### src/rtl/bcd_updown_counter.sv
// Multi-digit BCD up/down counter with synchronous parallel load, terminal carry/borrow and bad-load flag.
// Build option: define BCD_SATURATE_EN to hold at all 9s / all 0s instead of wrapping.
module bcd_updown_counter #(
    parameter int unsigned DIGITS = 2
) (
    input  logic                  clk,
    input  logic                  rst,
    input  logic                  en,
    input  logic                  up,
    input  logic                  load,
    input  logic [4*DIGITS-1:0]   load_val,
    output logic [4*DIGITS-1:0]   count,
    output logic                  carry,
    output logic                  borrow,
    output logic                  bad_load
);

    localparam int unsigned W = 4 * DIGITS;

    logic [W-1:0]      count_q, count_d;
    logic              bad_load_q, bad_load_d;
    logic [DIGITS-1:0] step;
    logic              term;
    logic              run;
    logic [3:0]        dig;

    // step[i]: every lower digit sits at its terminal value (9 up, 0 down); term covers all digits
    always_comb begin
        step = '0;
        run  = 1'b1;
        dig  = '0;
        for (int i = 0; i < int'(DIGITS); i++) begin
            step[i] = run;
            dig     = count_q[4*i +: 4];
            run     = run & (up ? (dig == 4'd9) : (dig == 4'd0));
        end
        term = run;
    end

    always_comb begin
        count_d    = count_q;
        bad_load_d = 1'b0;
        if (load) begin
            for (int i = 0; i < int'(DIGITS); i++) begin
                if (load_val[4*i +: 4] > 4'd9) begin
                    count_d[4*i +: 4] = 4'd0;
                    bad_load_d        = 1'b1;
                end else begin
                    count_d[4*i +: 4] = load_val[4*i +: 4];
                end
            end
`ifdef BCD_SATURATE_EN
        end else if (en && !term) begin
`else
        end else if (en) begin
`endif
            for (int i = 0; i < int'(DIGITS); i++) begin
                if (step[i]) begin
                    if (up) begin
                        count_d[4*i +: 4] = (count_q[4*i +: 4] == 4'd9) ? 4'd0 : count_q[4*i +: 4] + 4'd1;
                    end else begin
                        count_d[4*i +: 4] = (count_q[4*i +: 4] == 4'd0) ? 4'd9 : count_q[4*i +: 4] - 4'd1;
                    end
                end
            end
        end
    end

    always_ff @(posedge clk or posedge rst) begin
        if (rst) begin
            count_q    <= '0;
            bad_load_q <= 1'b0;
        end else begin
            count_q    <= count_d;
            bad_load_q <= bad_load_d;
        end
    end

    assign count    = count_q;
    assign bad_load = bad_load_q;
    assign carry    = en & up & ~load & term;
    assign borrow   = en & ~up & ~load & term;

endmodule

### config.mk
export PLATFORM = sky130hd
export DESIGN_NAME = bcd_updown_counter
export DESIGN_NICKNAME = d
export VERILOG_FILES = /design/src/rtl/bcd_updown_counter.sv
export SDC_FILE = /design/constraint.sdc
export NUM_CORES = 1
export LEC_CHECK = 0
export ABC_AREA = 0
export BUFFER_PORTS_ARGS = -buffer_cell sky130_fd_sc_hd__buf_4
export CORE_UTILIZATION = 45
export CTS_CLUSTER_DIAMETER = 200
export DETAILED_ROUTE_END_ITERATION = 10
export PLACE_DENSITY = 0.7
export SLEW_MARGIN = 20
export SYNTH_ARGS = -nofsm -noshare
export SYNTH_HDL_FRONTEND = slang
export SYNTH_SLANG_ARGS = --single-unit
export TNS_END_PERCENT = 30
### constraint.sdc
create_clock -name clk -period 2.1 [get_ports clk]
set_input_delay 0.42 -clock clk [delete_from_list [all_inputs] [get_ports clk]]
set_output_delay 0.42 -clock clk [all_outputs]
set_load 0.01 [all_outputs]
After elaboration in Yosys (flattened, before gate mapping)
Cells that the tools add are included. W data, S select, Z words.

Logic and storage cells: 41. Input port bits: 13. Register bits: 9. Output and inout bits: 11.

Equality and inequality tests: 2. Reductions and logical operators: 5. $add $sub $neg: 4. Bitwise operators: 9. Multiplexer cells: 16. $lt $le $gt $ge: 2.

Operator list (number): $mux W4 (9); $mux W8 (2); $add A4 B1 Y4 const B (2); $eq A4 B4 Y1 const B (2); $gt A4 B4 Y1 const B (2); $logic_not A4 Y1 (2); $sub A4 B1 Y4 const B (2); $and A1 B1 Y1 (7); $mux W1 (5); $reduce_bool A2 Y1 (2); $not A1 Y1 (2); $reduce_and A2 Y1 (1).

Longest topological paths before layout
Gate-level depths: netlist of the first run.

Depth after elaboration: 6. Gate-level depth with buffers: 5. Depth with buffers taken out: 4.

Worst setup path after synthesis of the first run
OpenSTA, ideal clock, no wires.

Path type: flip-flop to output port. From: register count_q[0] (netlist: count[0]). To: output port borrow. Path buffers: 1. Path slack: 104 ps. Arrival time: 1576 ps. Stages on the path, launching flop included: 6. Required time: 1680 ps. Cells stage by stage: dfrtp_1 buf_6 nor3_1 o211ai_2 nor4_1 nor4b_1.

Word-level cells in the longest chain between the ends: 4. Elaborated cells on any way between the ends: 5. Those cells by class: 1 x eq/ne; 1 x mux; 2 x bitwise; 1 x reduce/logical.

RTL lines: from (decl) (RTL line 20) `logic [W-1:0] count_q, count_d;`; from (signal assigned) (RTL line 74) `count_q <= count_d;`; $eq A4 B4 Y1 / $logic_not A4 Y1 (equally long branches) (RTL line 35) `run = run & (up ? (dig == 4'd9) : (dig == 4'd0));`; $mux W1 (*) (RTL line 35); $and A1 B1 Y1 (*) (RTL line 35); $and A1 B1 Y1 (*) (RTL line 82) `assign borrow = en & ~up & ~load & term;`; to (decl) (RTL line 14) `output logic borrow,`.

Mark *: on every way between the ends. The rest lies on a longest branch, timed or not.

Worst setup path in the final report of the first run
Same ends and word-level chain as after synthesis.

==> flow_summary.html, run 1 <==
<table>
<tr><th>Metric</th><th>Value</th></tr>
<tr><th colspan="2">Timing</th></tr>
<tr><td>Worst-margin pin slew</td><td>roughly 0.4 ns</td></tr>
<tr><td>Headroom to the max-slew limit</td><td>roughly 73%</td></tr>
<tr><td>Period utilisation layout</td><td>97.5%</td></tr>
<tr><td>Worst clock skew</td><td>0.00643 ns</td></tr>
<tr><td>Final total negative setup slack</td><td>0 ns</td></tr>
<tr><td>Final Hold Fails</td><td>0</td></tr>
<tr><td>Fmax</td><td>488 MHz</td></tr>
<tr><td>RSZ-0062 raised after global routing</td><td>true</td></tr>
<tr><td>Final setup violation count</td><td>0</td></tr>
<tr><td>Final critical-path required period</td><td>between 2 and 2.5 ns</td></tr>
<tr><td>Worst-case setup margin in the final layout</td><td>just over 0.05 ns</td></tr>
<tr><td>Final number of max-transition violations</td><td>0</td></tr>
<tr><th colspan="2">Global routing</th></tr>
<tr><td>Number of global-route vias before repair</td><td>around 700</td></tr>
<tr><td>Global-route congestion overflow total</td><td>0</td></tr>
<tr><td>Number of antenna violations at the first check in global routing</td><td>0</td></tr>
<tr><td>Pin count of the biggest net entering global routing</td><td>13</td></tr>
<tr><td>First-pass GRT wire length</td><td>~2.9 mm</td></tr>
<tr><td>Tot GR Track Use</td><td>about 22%</td></tr>
<tr><th colspan="2">Floorplan</th></tr>
<tr><td>Core Footprint</td><td>between 0.0015 and 0.002 sq mm</td></tr>
<tr><td>Starting density of the core</td><td>47.7%</td></tr>
<tr><td>Die footprint</td><td>around 0.0018 sq mm</td></tr>
<tr><td>Number of I/O pins</td><td>24</td></tr>
<tr><td>Vert. Die Dim</td><td>between 40 and 50 um</td></tr>
<tr><td>Row count</td><td>14</td></tr>
<tr><td>Die outline width</td><td>roughly 42 um</td></tr>
<tr><th colspan="2">Worst setup path</th></tr>
<tr><td>Slowest CP cell</td><td>sky130_fd_sc_hd__dfrtp_1</td></tr>
<tr><td>Reg-to-Reg End</td><td>count[3]$_DFFE_PP0P_</td></tr>
<tr><td>Maximum net fanout on the critical path</td><td>3</td></tr>
<tr><td>Worst setup SP type</td><td>flip-flop</td></tr>
<tr><td>Type of the worst setup path</td><td>flip-flop to output pin</td></tr>
<tr><td>Cell count of the worst reg-to-reg path</td><td>5</td></tr>
<tr><td>Delay contributed by the slowest stage of the critical path</td><td>roughly 0.42 ns</td></tr>
<tr><td>Slack of the worst reg-to-reg path</td><td>0.32 ns</td></tr>
<tr><td>Cells along the critical path</td><td>and3_4, o211ai_2, nor4_2, nor4b_2, buf_4</td></tr>
<tr><td>CP Data Required Time</td><td>roughly 1.7 ns</td></tr>
<tr><td>Worst EP arrival</td><td>roughly 1.6 ns</td></tr>
<tr><td>Crit Reg-Reg Startpoint</td><td>count[0]$_DFFE_PP0P_</td></tr>
<tr><td>Type of element capturing the critical path</td><td>output pin</td></tr>
<tr><th colspan="2">Drt</th></tr>
<tr><td>Remaining routing DRC violations</td><td>0</td></tr>
<tr><td>Number of violations reported at the end of detailed-routing iteration 0</td><td>17</td></tr>
<tr><td>Antenna-violating nets left</td><td>0</td></tr>
<tr><td>DRT Wirelength</td><td>1.73 mm</td></tr>
<tr><td>Drt pass-1 iters</td><td>4</td></tr>
<tr><td>DR WL/cell</td><td>12.9 um</td></tr>
<tr><td>Via count normalized by instance count</td><td>5.63</td></tr>
<tr><td>Number of vias in the routed layout</td><td>between 700 and 800</td></tr>
<tr><th colspan="2">Finish</th></tr>
<tr><td>Total number of nets in the final design</td><td>about 130</td></tr>
<tr><td>Total inserted antenna cells</td><td>0</td></tr>
<tr><td>Commonest cells after routing, fill and taps aside</td><td>29 x sky130_fd_sc_hd__buf_4, 13 x sky130_fd_sc_hd__a21oi_1, 8 x sky130_fd_sc_hd__o21ai_0, 7 x sky130_fd_sc_hd__dfrtp_1</td></tr>
<tr><td>Most common cell after layout, fill and taps aside</td><td>sky130_fd_sc_hd__buf_4</td></tr>
<tr><td>Synth-to-Final Area Change</td><td>36.9%</td></tr>
<tr><td>Share of final-layout standard cells stronger than drive strength 1</td><td>between 30% and 40%</td></tr>
<tr><th colspan="2">Place</th></tr>
<tr><td>Quantity of I/O buffers inserted on ports</td><td>23</td></tr>
<tr><td>Last weighted congestion value of the routability-driven placer</td><td>0.904</td></tr>
<tr><td>Dpl ws</td><td>0.112 ns</td></tr>
<tr><td>Post-detailed-placement half-perimeter wirelength</td><td>~1.3 mm</td></tr>
<tr><th colspan="2">Yosys</th></tr>
<tr><td>Mean instance size in the synthesized netlist</td><td>just under 8 sq um</td></tr>
<tr><td>Synthesized instance count</td><td>91</td></tr>
<tr><td>Share of synthesized area occupied by flip-flops and latches</td><td>between 30% and 40%</td></tr>
<tr><td>Seq cells post-synth</td><td>9</td></tr>
<tr><td>Netlist cell types</td><td>38</td></tr>
<tr><td>Number of nets in the synthesized netlist</td><td>~100</td></tr>
<tr><td>Post-synth design cell area</td><td>approximately 720 sq um</td></tr>
<tr><td>YS warnings</td><td>0</td></tr>
<tr><th colspan="2">Power and ir drop</th></tr>
<tr><td>Largest vdd supply drop</td><td>~390 uV</td></tr>
<tr><td>Power density over the cells</td><td>576 mW/mm^2</td></tr>
<tr><td>PnR Total Power</td><td>567 uW</td></tr>
<tr><td>Static Leakage</td><td>roughly 0.45 nW</td></tr>
<tr><th colspan="2">Clocking</th></tr>
<tr><td>Clock Sinks</td><td>9</td></tr>
<tr><td>Worst-path clk slew</td><td>around 0.06 ns</td></tr>
<tr><td>Clock buffer depth</td><td>2</td></tr>
<tr><td>Root buffer cell</td><td>sky130_fd_sc_hd__clkbuf_4</td></tr>
<tr><td>H-tree levels</td><td>1</td></tr>
<tr><td>Insertion delay of the later-clocked pin in the worst-skew pair</td><td>~0.25 ns</td></tr>
<tr><td>TritonCTS Buffers</td><td>3</td></tr>
<tr><td>CTS tree</td><td>yes</td></tr>
<tr><th colspan="2">Flow run</th></tr>
<tr><td>Maximum capacitance violations</td><td>0</td></tr>
<tr><th colspan="2">Min path</th></tr>
<tr><td>Hold/Removal Path Class</td><td>input port to asynchronous set/reset pin</td></tr>
<tr><th colspan="2">Status</th></tr>
<tr><td>Outcome</td><td>finished, final reports clean</td></tr>
</table>
[sequential cells by signal, indices dropped and copies added, names as in the netlist]
name	cells
count	8
bad_load	1
[synth_stat cells]
| library cell | count | area [sq um] |
|---|---|---|
| sky130_fd_sc_hd__a21oi_1 | 13 | 65.1 |
| sky130_fd_sc_hd__dfrtp_1 | 9 | 225 |
| sky130_fd_sc_hd__o21ai_0 | 8 | 40.0 |
| sky130_fd_sc_hd__nor2_1 | 6 | 22.5 |
| sky130_fd_sc_hd__inv_1 | 5 | 18.8 |
| sky130_fd_sc_hd__nand2_1 | 5 | 18.8 |
| sky130_fd_sc_hd__clkbuf_1 | 3 | 11.3 |
| sky130_fd_sc_hd__xor2_1 | 3 | 26.3 |
| sky130_fd_sc_hd__and3_1 | 2 | 12.5 |
| sky130_fd_sc_hd__buf_2 | 2 | 10.0 |
| sky130_fd_sc_hd__nand3_1 | 2 | 10.0 |
| sky130_fd_sc_hd__nor2b_1 | 2 | 12.5 |
| sky130_fd_sc_hd__nor3_1 | 2 | 10.0 |
| sky130_fd_sc_hd__nor4_1 | 2 | 12.5 |
| sky130_fd_sc_hd__o31ai_1 | 2 | 15.0 |
| sky130_fd_sc_hd__or4_1 | 2 | 15.0 |
| sky130_fd_sc_hd__xnor2_1 | 2 | 17.5 |
| sky130_fd_sc_hd__a21boi_0 | 1 | 7.51 |
| sky130_fd_sc_hd__a21o_1 | 1 | 7.51 |
| sky130_fd_sc_hd__a2bb2oi_1 | 1 | 8.76 |
| sky130_fd_sc_hd__a311oi_1 | 1 | 8.76 |
| sky130_fd_sc_hd__a31oi_1 | 1 | 6.26 |
| sky130_fd_sc_hd__and3_2 | 1 | 7.51 |
| sky130_fd_sc_hd__and4_1 | 1 | 8.76 |
| sky130_fd_sc_hd__buf_6 | 1 | 11.3 |
| sky130_fd_sc_hd__clkinv_1 | 1 | 3.75 |
| sky130_fd_sc_hd__mux2i_1 | 1 | 10.0 |
| sky130_fd_sc_hd__nand2b_1 | 1 | 6.26 |
| sky130_fd_sc_hd__nand4_1 | 1 | 6.26 |
| sky130_fd_sc_hd__nand4b_1 | 1 | 8.76 |
| sky130_fd_sc_hd__nor4b_1 | 1 | 8.76 |
| sky130_fd_sc_hd__o211a_1 | 1 | 10.0 |
| sky130_fd_sc_hd__o211ai_2 | 1 | 12.5 |
| sky130_fd_sc_hd__o21a_1 | 1 | 7.51 |
| sky130_fd_sc_hd__o22ai_1 | 1 | 6.26 |
| sky130_fd_sc_hd__o311a_1 | 1 | 10.0 |
| sky130_fd_sc_hd__or4_2 | 1 | 8.76 |
| sky130_fd_sc_hd__or4b_1 | 1 | 10.0 |
[area by class of cell]
cell class,instances,area [sq um]
Multi-Input combinational cell,70,469
Tap cell,16,20.0
Inverter,6,22.5
Fill cell,143,523
Clock buffer,4,26.3
Sequential cell,9,228
Timing Repair Buffer,29,218
[logic make-up after synthesis]
family	count (synthesis)	share of synthesized area (%)
flops	9	31.4
xor+xnor	5	6.10
compound gates	33	28.6
buf+inv	12	7.67
simple gates	31	24.9
mux	1	1.39
[per-layer routing]
| metal | GRT usage, % | vias to the layer above | routed length [um] | part of all wire, % |
|---|---|---|---|---|
| met5 | 0 | - | 0 | 0 |
| met4 | 9.68 | 0 | 8 | 0.46 |
| met3 | 3.48 | 2 | 84 | 4.9 |
| met2 | 35.0 | 19 | 822 | 48 |
| met1 | 28.3 | 338 | 811 | 47 |
| li1 | - | 395 | - | - |
[repair_timing]
item / in CTS / in global routing
hold buffers: 0 / 0
gates resized for setup: 3 / 5
buffers inserted: 0 / 2
pin swaps: 0 / 3
endpoints found under the setup margin: 2 / 2
[stage by stage]
stage | std cells | cell area [sq um] | util [%] | hold WS [ns]
6_report | 134 | 983 | 65.3 | 0.126
5_1_grt | 134 | 983 | 65.3 | 0.157
4_1_cts | 132 | 952 | 63.2 | 0.135
3_5_place_dp | 128 | 908 | 60.3 | 0.411
3_3_place_gp | 128 | 908 | 60.3 | 0.413
2_1_floorplan | 91 | 718 | - | 0.248
[worst max-delay path by stage]
stage              to  cells past startpoint            startpoint  slack [ns]
4_1_cts        borrow                      5  count[3]$_DFFE_PP0P_        0.02
2_1_floorplan  borrow                      5  count[0]$_DFFE_PP0P_        0.10
5_1_grt        borrow                      5  count[0]$_DFFE_PP0P_       -0.09
3_3_place_gp   borrow                      6                    up        0.23
6_report       borrow                      5  count[0]$_DFFE_PP0P_        0.05
3_5_place_dp   borrow                      6                    up        0.11
[worst max-delay path, delay by kind of cell, from the launching register on]
family	cells	cell delay, ns
simple gates	3	0.70
flops	1	0.42
buf+inv	1	0.16
compound gates	1	0.11
[power by group]
part           switching (mW)  internal (mW)  total, mW
Combinational          0.0962          0.106      0.202
Sequential             0.0409          0.194      0.235
Clock                  0.0570         0.0730      0.130
Note: power is estimated with default switching activity, not from simulation.
==> run 2: changes to the inputs <==
--- a/config.mk
+++ b/config.mk
@@ -7,10 +7,10 @@
 export LEC_CHECK = 0
 export ABC_AREA = 0
 export BUFFER_PORTS_ARGS = -buffer_cell sky130_fd_sc_hd__buf_4
-export CORE_UTILIZATION = 45
+export CORE_UTILIZATION = 35
 export CTS_CLUSTER_DIAMETER = 200
 export DETAILED_ROUTE_END_ITERATION = 10
-export PLACE_DENSITY = 0.7
+export PLACE_DENSITY = 0.58
 export SLEW_MARGIN = 20
 export SYNTH_ARGS = -nofsm -noshare
 export SYNTH_HDL_FRONTEND = slang
==> constraint.sdc (replaced) <==
create_clock -name clk -period 1.7 [get_ports clk]
set_input_delay 0.34 -clock clk [delete_from_list [all_inputs] [get_ports clk]]
set_output_delay 0.34 -clock clk [all_outputs]
set_load 0.01 [all_outputs]
==> flow_summary.html, run 2 (synthesized netlist as in run 1, its figures left out) <==
<table>
<tr><th>Metric</th><th>Value</th></tr>
<tr><th colspan="2">Global routing</th></tr>
<tr><td>Number of global-route vias before repair</td><td>743</td></tr>
<tr><td>Number of antenna violations at the first check in global routing</td><td>0</td></tr>
<tr><td>First-pass GRT wire length</td><td>around 3.2 mm</td></tr>
<tr><td>Tot GR Track Use</td><td>about a fifth</td></tr>
<tr><td>Global-route congestion overflow total</td><td>0</td></tr>
<tr><td>Pin count of the biggest net entering global routing</td><td>13</td></tr>
<tr><th colspan="2">Timing</th></tr>
<tr><td>Headroom to the max-slew limit</td><td>roughly three quarters</td></tr>
<tr><td>Final number of max-transition violations</td><td>0</td></tr>
<tr><td>Final total negative setup slack</td><td>-0.411 ns</td></tr>
<tr><td>Final critical-path required period</td><td>around 1.9 ns</td></tr>
<tr><td>Final setup violation count</td><td>4</td></tr>
<tr><td>Fmax</td><td>roughly 530 MHz</td></tr>
<tr><td>Worst clock skew</td><td>between 0.005 and 0.006 ns</td></tr>
<tr><td>Worst-case setup margin in the final layout</td><td>-0.195 ns</td></tr>
<tr><td>Final Hold Fails</td><td>0</td></tr>
<tr><td>Period utilisation layout</td><td>111%</td></tr>
<tr><td>Minimum hold slack</td><td>about 0.039 ns</td></tr>
<tr><td>Worst-margin pin slew</td><td>between 0.3 and 0.4 ns</td></tr>
<tr><td>RSZ-0062 raised after global routing</td><td>true</td></tr>
<tr><th colspan="2">Place</th></tr>
<tr><td>Placed cell areas</td><td>0.00104 sq mm</td></tr>
<tr><td>Post-detailed-placement half-perimeter wirelength</td><td>roughly 1.6 mm</td></tr>
<tr><td>Dpl ws</td><td>-0.150 ns</td></tr>
<tr><td>Last weighted congestion value of the routability-driven placer</td><td>~0.78</td></tr>
<tr><td>Placed instance count</td><td>about 150</td></tr>
<tr><td>Quantity of I/O buffers inserted on ports</td><td>23</td></tr>
<tr><th colspan="2">Worst setup path</th></tr>
<tr><td>CP Data Required Time</td><td>1.36 ns</td></tr>
<tr><td>Cell count of the worst reg-to-reg path</td><td>6</td></tr>
<tr><td>Slack of the worst reg-to-reg path</td><td>-0.05 ns</td></tr>
<tr><td>Reg-to-Reg End</td><td>count[6]$_DFFE_PP0P_</td></tr>
<tr><td>Worst setup SP type</td><td>flip-flop</td></tr>
<tr><td>Top delay family on crit path</td><td>simple AND/OR/NAND/NOR gates</td></tr>
<tr><td>Type of element capturing the critical path</td><td>output pin</td></tr>
<tr><td>Cells along the critical path</td><td>nor3_4, o211ai_4, nor4_4, nor4b_4, buf_4</td></tr>
<tr><td>Slowest CP cell</td><td>sky130_fd_sc_hd__dfrtp_2</td></tr>
<tr><td>Maximum net fanout on the critical path</td><td>4</td></tr>
<tr><td>Worst path buffer plus inverter count</td><td>1</td></tr>
<tr><td>Crit Reg-Reg Startpoint</td><td>count[0]$_DFFE_PP0P_</td></tr>
<tr><td>Worst EP arrival</td><td>about 1.6 ns</td></tr>
<tr><td>Delay contributed by the slowest stage of the critical path</td><td>between 0.4 and 0.5 ns</td></tr>
<tr><td>Type of the worst setup path</td><td>flip-flop to output pin</td></tr>
<tr><th colspan="2">Clocking</th></tr>
<tr><td>Insertion delay of the later-clocked pin in the worst-skew pair</td><td>roughly 0.26 ns</td></tr>
<tr><td>TritonCTS Buffers</td><td>3</td></tr>
<tr><td>Post-CTS Hold Buffers</td><td>0</td></tr>
<tr><td>H-tree levels</td><td>1</td></tr>
<tr><td>CTS tree</td><td>yes</td></tr>
<tr><td>Root buffer cell</td><td>sky130_fd_sc_hd__clkbuf_4</td></tr>
<tr><td>Worst-path clk slew</td><td>roughly 0.070 ns</td></tr>
<tr><td>Clock buffer depth</td><td>2</td></tr>
<tr><td>Clock Sinks</td><td>9</td></tr>
<tr><th colspan="2">Power and ir drop</th></tr>
<tr><td>PnR Total Power</td><td>around 770 uW</td></tr>
<tr><td>Reported net switching power</td><td>roughly 270 uW</td></tr>
<tr><td>Largest vdd supply drop</td><td>between 500 and 600 uV</td></tr>
<tr><td>Part of the power in registers</td><td>a little over a third</td></tr>
<tr><td>Sw Ratio</td><td>35.3%</td></tr>
<tr><td>Static Leakage</td><td>0.513 nW</td></tr>
<tr><td>Power density over the cells</td><td>approximately 700 mW/mm^2</td></tr>
<tr><td>Clock Power Share</td><td>between 20% and 30%</td></tr>
<tr><td>Combinational fraction of design power</td><td>between 40% and 50%</td></tr>
<tr><td>Internal power contribution</td><td>501 uW</td></tr>
<tr><th colspan="2">Floorplan</th></tr>
<tr><td>Number of I/O pins</td><td>24</td></tr>
<tr><td>Starting density of the core</td><td>between 30 and 40%</td></tr>
<tr><td>Die footprint</td><td>between 0.002 and 0.0025 sq mm</td></tr>
<tr><td>Core Footprint</td><td>about 0.0019 sq mm</td></tr>
<tr><td>Row count</td><td>16</td></tr>
<tr><td>Vert. Die Dim</td><td>between 40 and 50 um</td></tr>
<tr><td>Die outline width</td><td>roughly 47 um</td></tr>
<tr><th colspan="2">Finish</th></tr>
<tr><td>Area used by multi-input combinational logic</td><td>between 400 and 500 sq um</td></tr>
<tr><td>Share of the core filled with cells in the final layout</td><td>a little under three fifths</td></tr>
<tr><td>Count of placed standard cells in the final layout, fillers left out</td><td>between 150 and 200</td></tr>
<tr><td>Commonest cells after routing, fill and taps aside</td><td>39 x sky130_fd_sc_hd__buf_4, 13 x sky130_fd_sc_hd__a21oi_1, 8 x sky130_fd_sc_hd__o21ai_0, 8 x sky130_fd_sc_hd__dfrtp_1, 6 x sky130_fd_sc_hd__nor2_1</td></tr>
<tr><td>Share of final-layout standard cells stronger than drive strength 1</td><td>about two fifths</td></tr>
<tr><td>Max FFs per register</td><td>8</td></tr>
<tr><td>Fill cell instance count of the final layout</td><td>184</td></tr>
<tr><td>Synth-to-Final Area Change</td><td>54.9%</td></tr>
<tr><td>Final cell area excluding filler cells</td><td>around 0.0011 sq mm</td></tr>
<tr><td>Register cell area after layout</td><td>around 230 sq um</td></tr>
<tr><td>Total inserted antenna cells</td><td>0</td></tr>
<tr><td>Most common cell after layout, fill and taps aside</td><td>sky130_fd_sc_hd__buf_4</td></tr>
<tr><td>Total number of nets in the final design</td><td>~140</td></tr>
<tr><th colspan="2">Status</th></tr>
<tr><td>Outcome</td><td>complete, but fails checks</td></tr>
<tr><td>Failing checks</td><td>negative setup slack</td></tr>
<tr><th colspan="2">Min path</th></tr>
<tr><td>Hold/Removal Path Class</td><td>input port to asynchronous set/reset pin</td></tr>
<tr><th colspan="2">Flow run</th></tr>
<tr><td>Maximum capacitance violations</td><td>0</td></tr>
<tr><th colspan="2">Drt</th></tr>
<tr><td>Number of vias in the routed layout</td><td>822</td></tr>
<tr><td>DRT Wirelength</td><td>between 2 and 2.5 mm</td></tr>
<tr><td>Via count normalized by instance count</td><td>between 5 and 6</td></tr>
<tr><td>Number of violations reported at the end of detailed-routing iteration 0</td><td>20</td></tr>
<tr><td>Drt pass-1 iters</td><td>4</td></tr>
<tr><td>Antenna-violating nets left</td><td>0</td></tr>
<tr><td>Remaining routing DRC violations</td><td>0</td></tr>
<tr><td>DR WL/cell</td><td>between 10 and 15 um</td></tr>
</table>
==> run 2: repair_timing <==
item                                   CTS  global route
pin swaps                                1             6
buffers inserted                         2             1
setup endpoints to repair                5             4
endpoints found under the hold margin    0             0
gates resized for setup                  2             3
==> run 2: cell type report <==
class	count	share of cell area (%)
flip-flops and latches	9	20.4
inverters	6	2.02
well taps	27	3.04
multi-input cells	70	44.9
repair buffers	40	27.3
clock buffers	4	2.36
==> run 2: worst max-delay path by stage <==
stage | from | to | slack (ns) | cells after the start
finish | count[0]$_DFFE_PP0P_ | borrow | -0.20 | 5
global route | count[0]$_DFFE_PP0P_ | borrow | -0.28 | 5
CTS | count[3]$_DFFE_PP0P_ | borrow | -0.33 | 5
detailed placement | count[0]$_DFFE_PP0P_ | borrow | -0.15 | 5
global placement | count[0]$_DFFE_PP0P_ | borrow | -0.08 | 5
floorplan | count[3]$_DFFE_PP0P_ | borrow | 0.007 | 4
==> run 2: layer usage <==
layer / wire (um) / GRT usage (%)
met1: 899 / 25.9
met2: 1050 / 35.1
met3: 95 / 5.77
met4: 16 / 1.71
met5: 0 / 0
==> run 2: power by group through the flow <==
stage	sequential, mW	combinational, mW	clock (mW)
2_1_floorplan	0.283	0.161	0
3_3_place_gp	0.282	0.299	0
3_5_place_dp	0.284	0.304	0
4_1_cts	0.276	0.321	0.175
5_1_grt	0.282	0.356	0.190
6_report	0.277	0.325	0.171
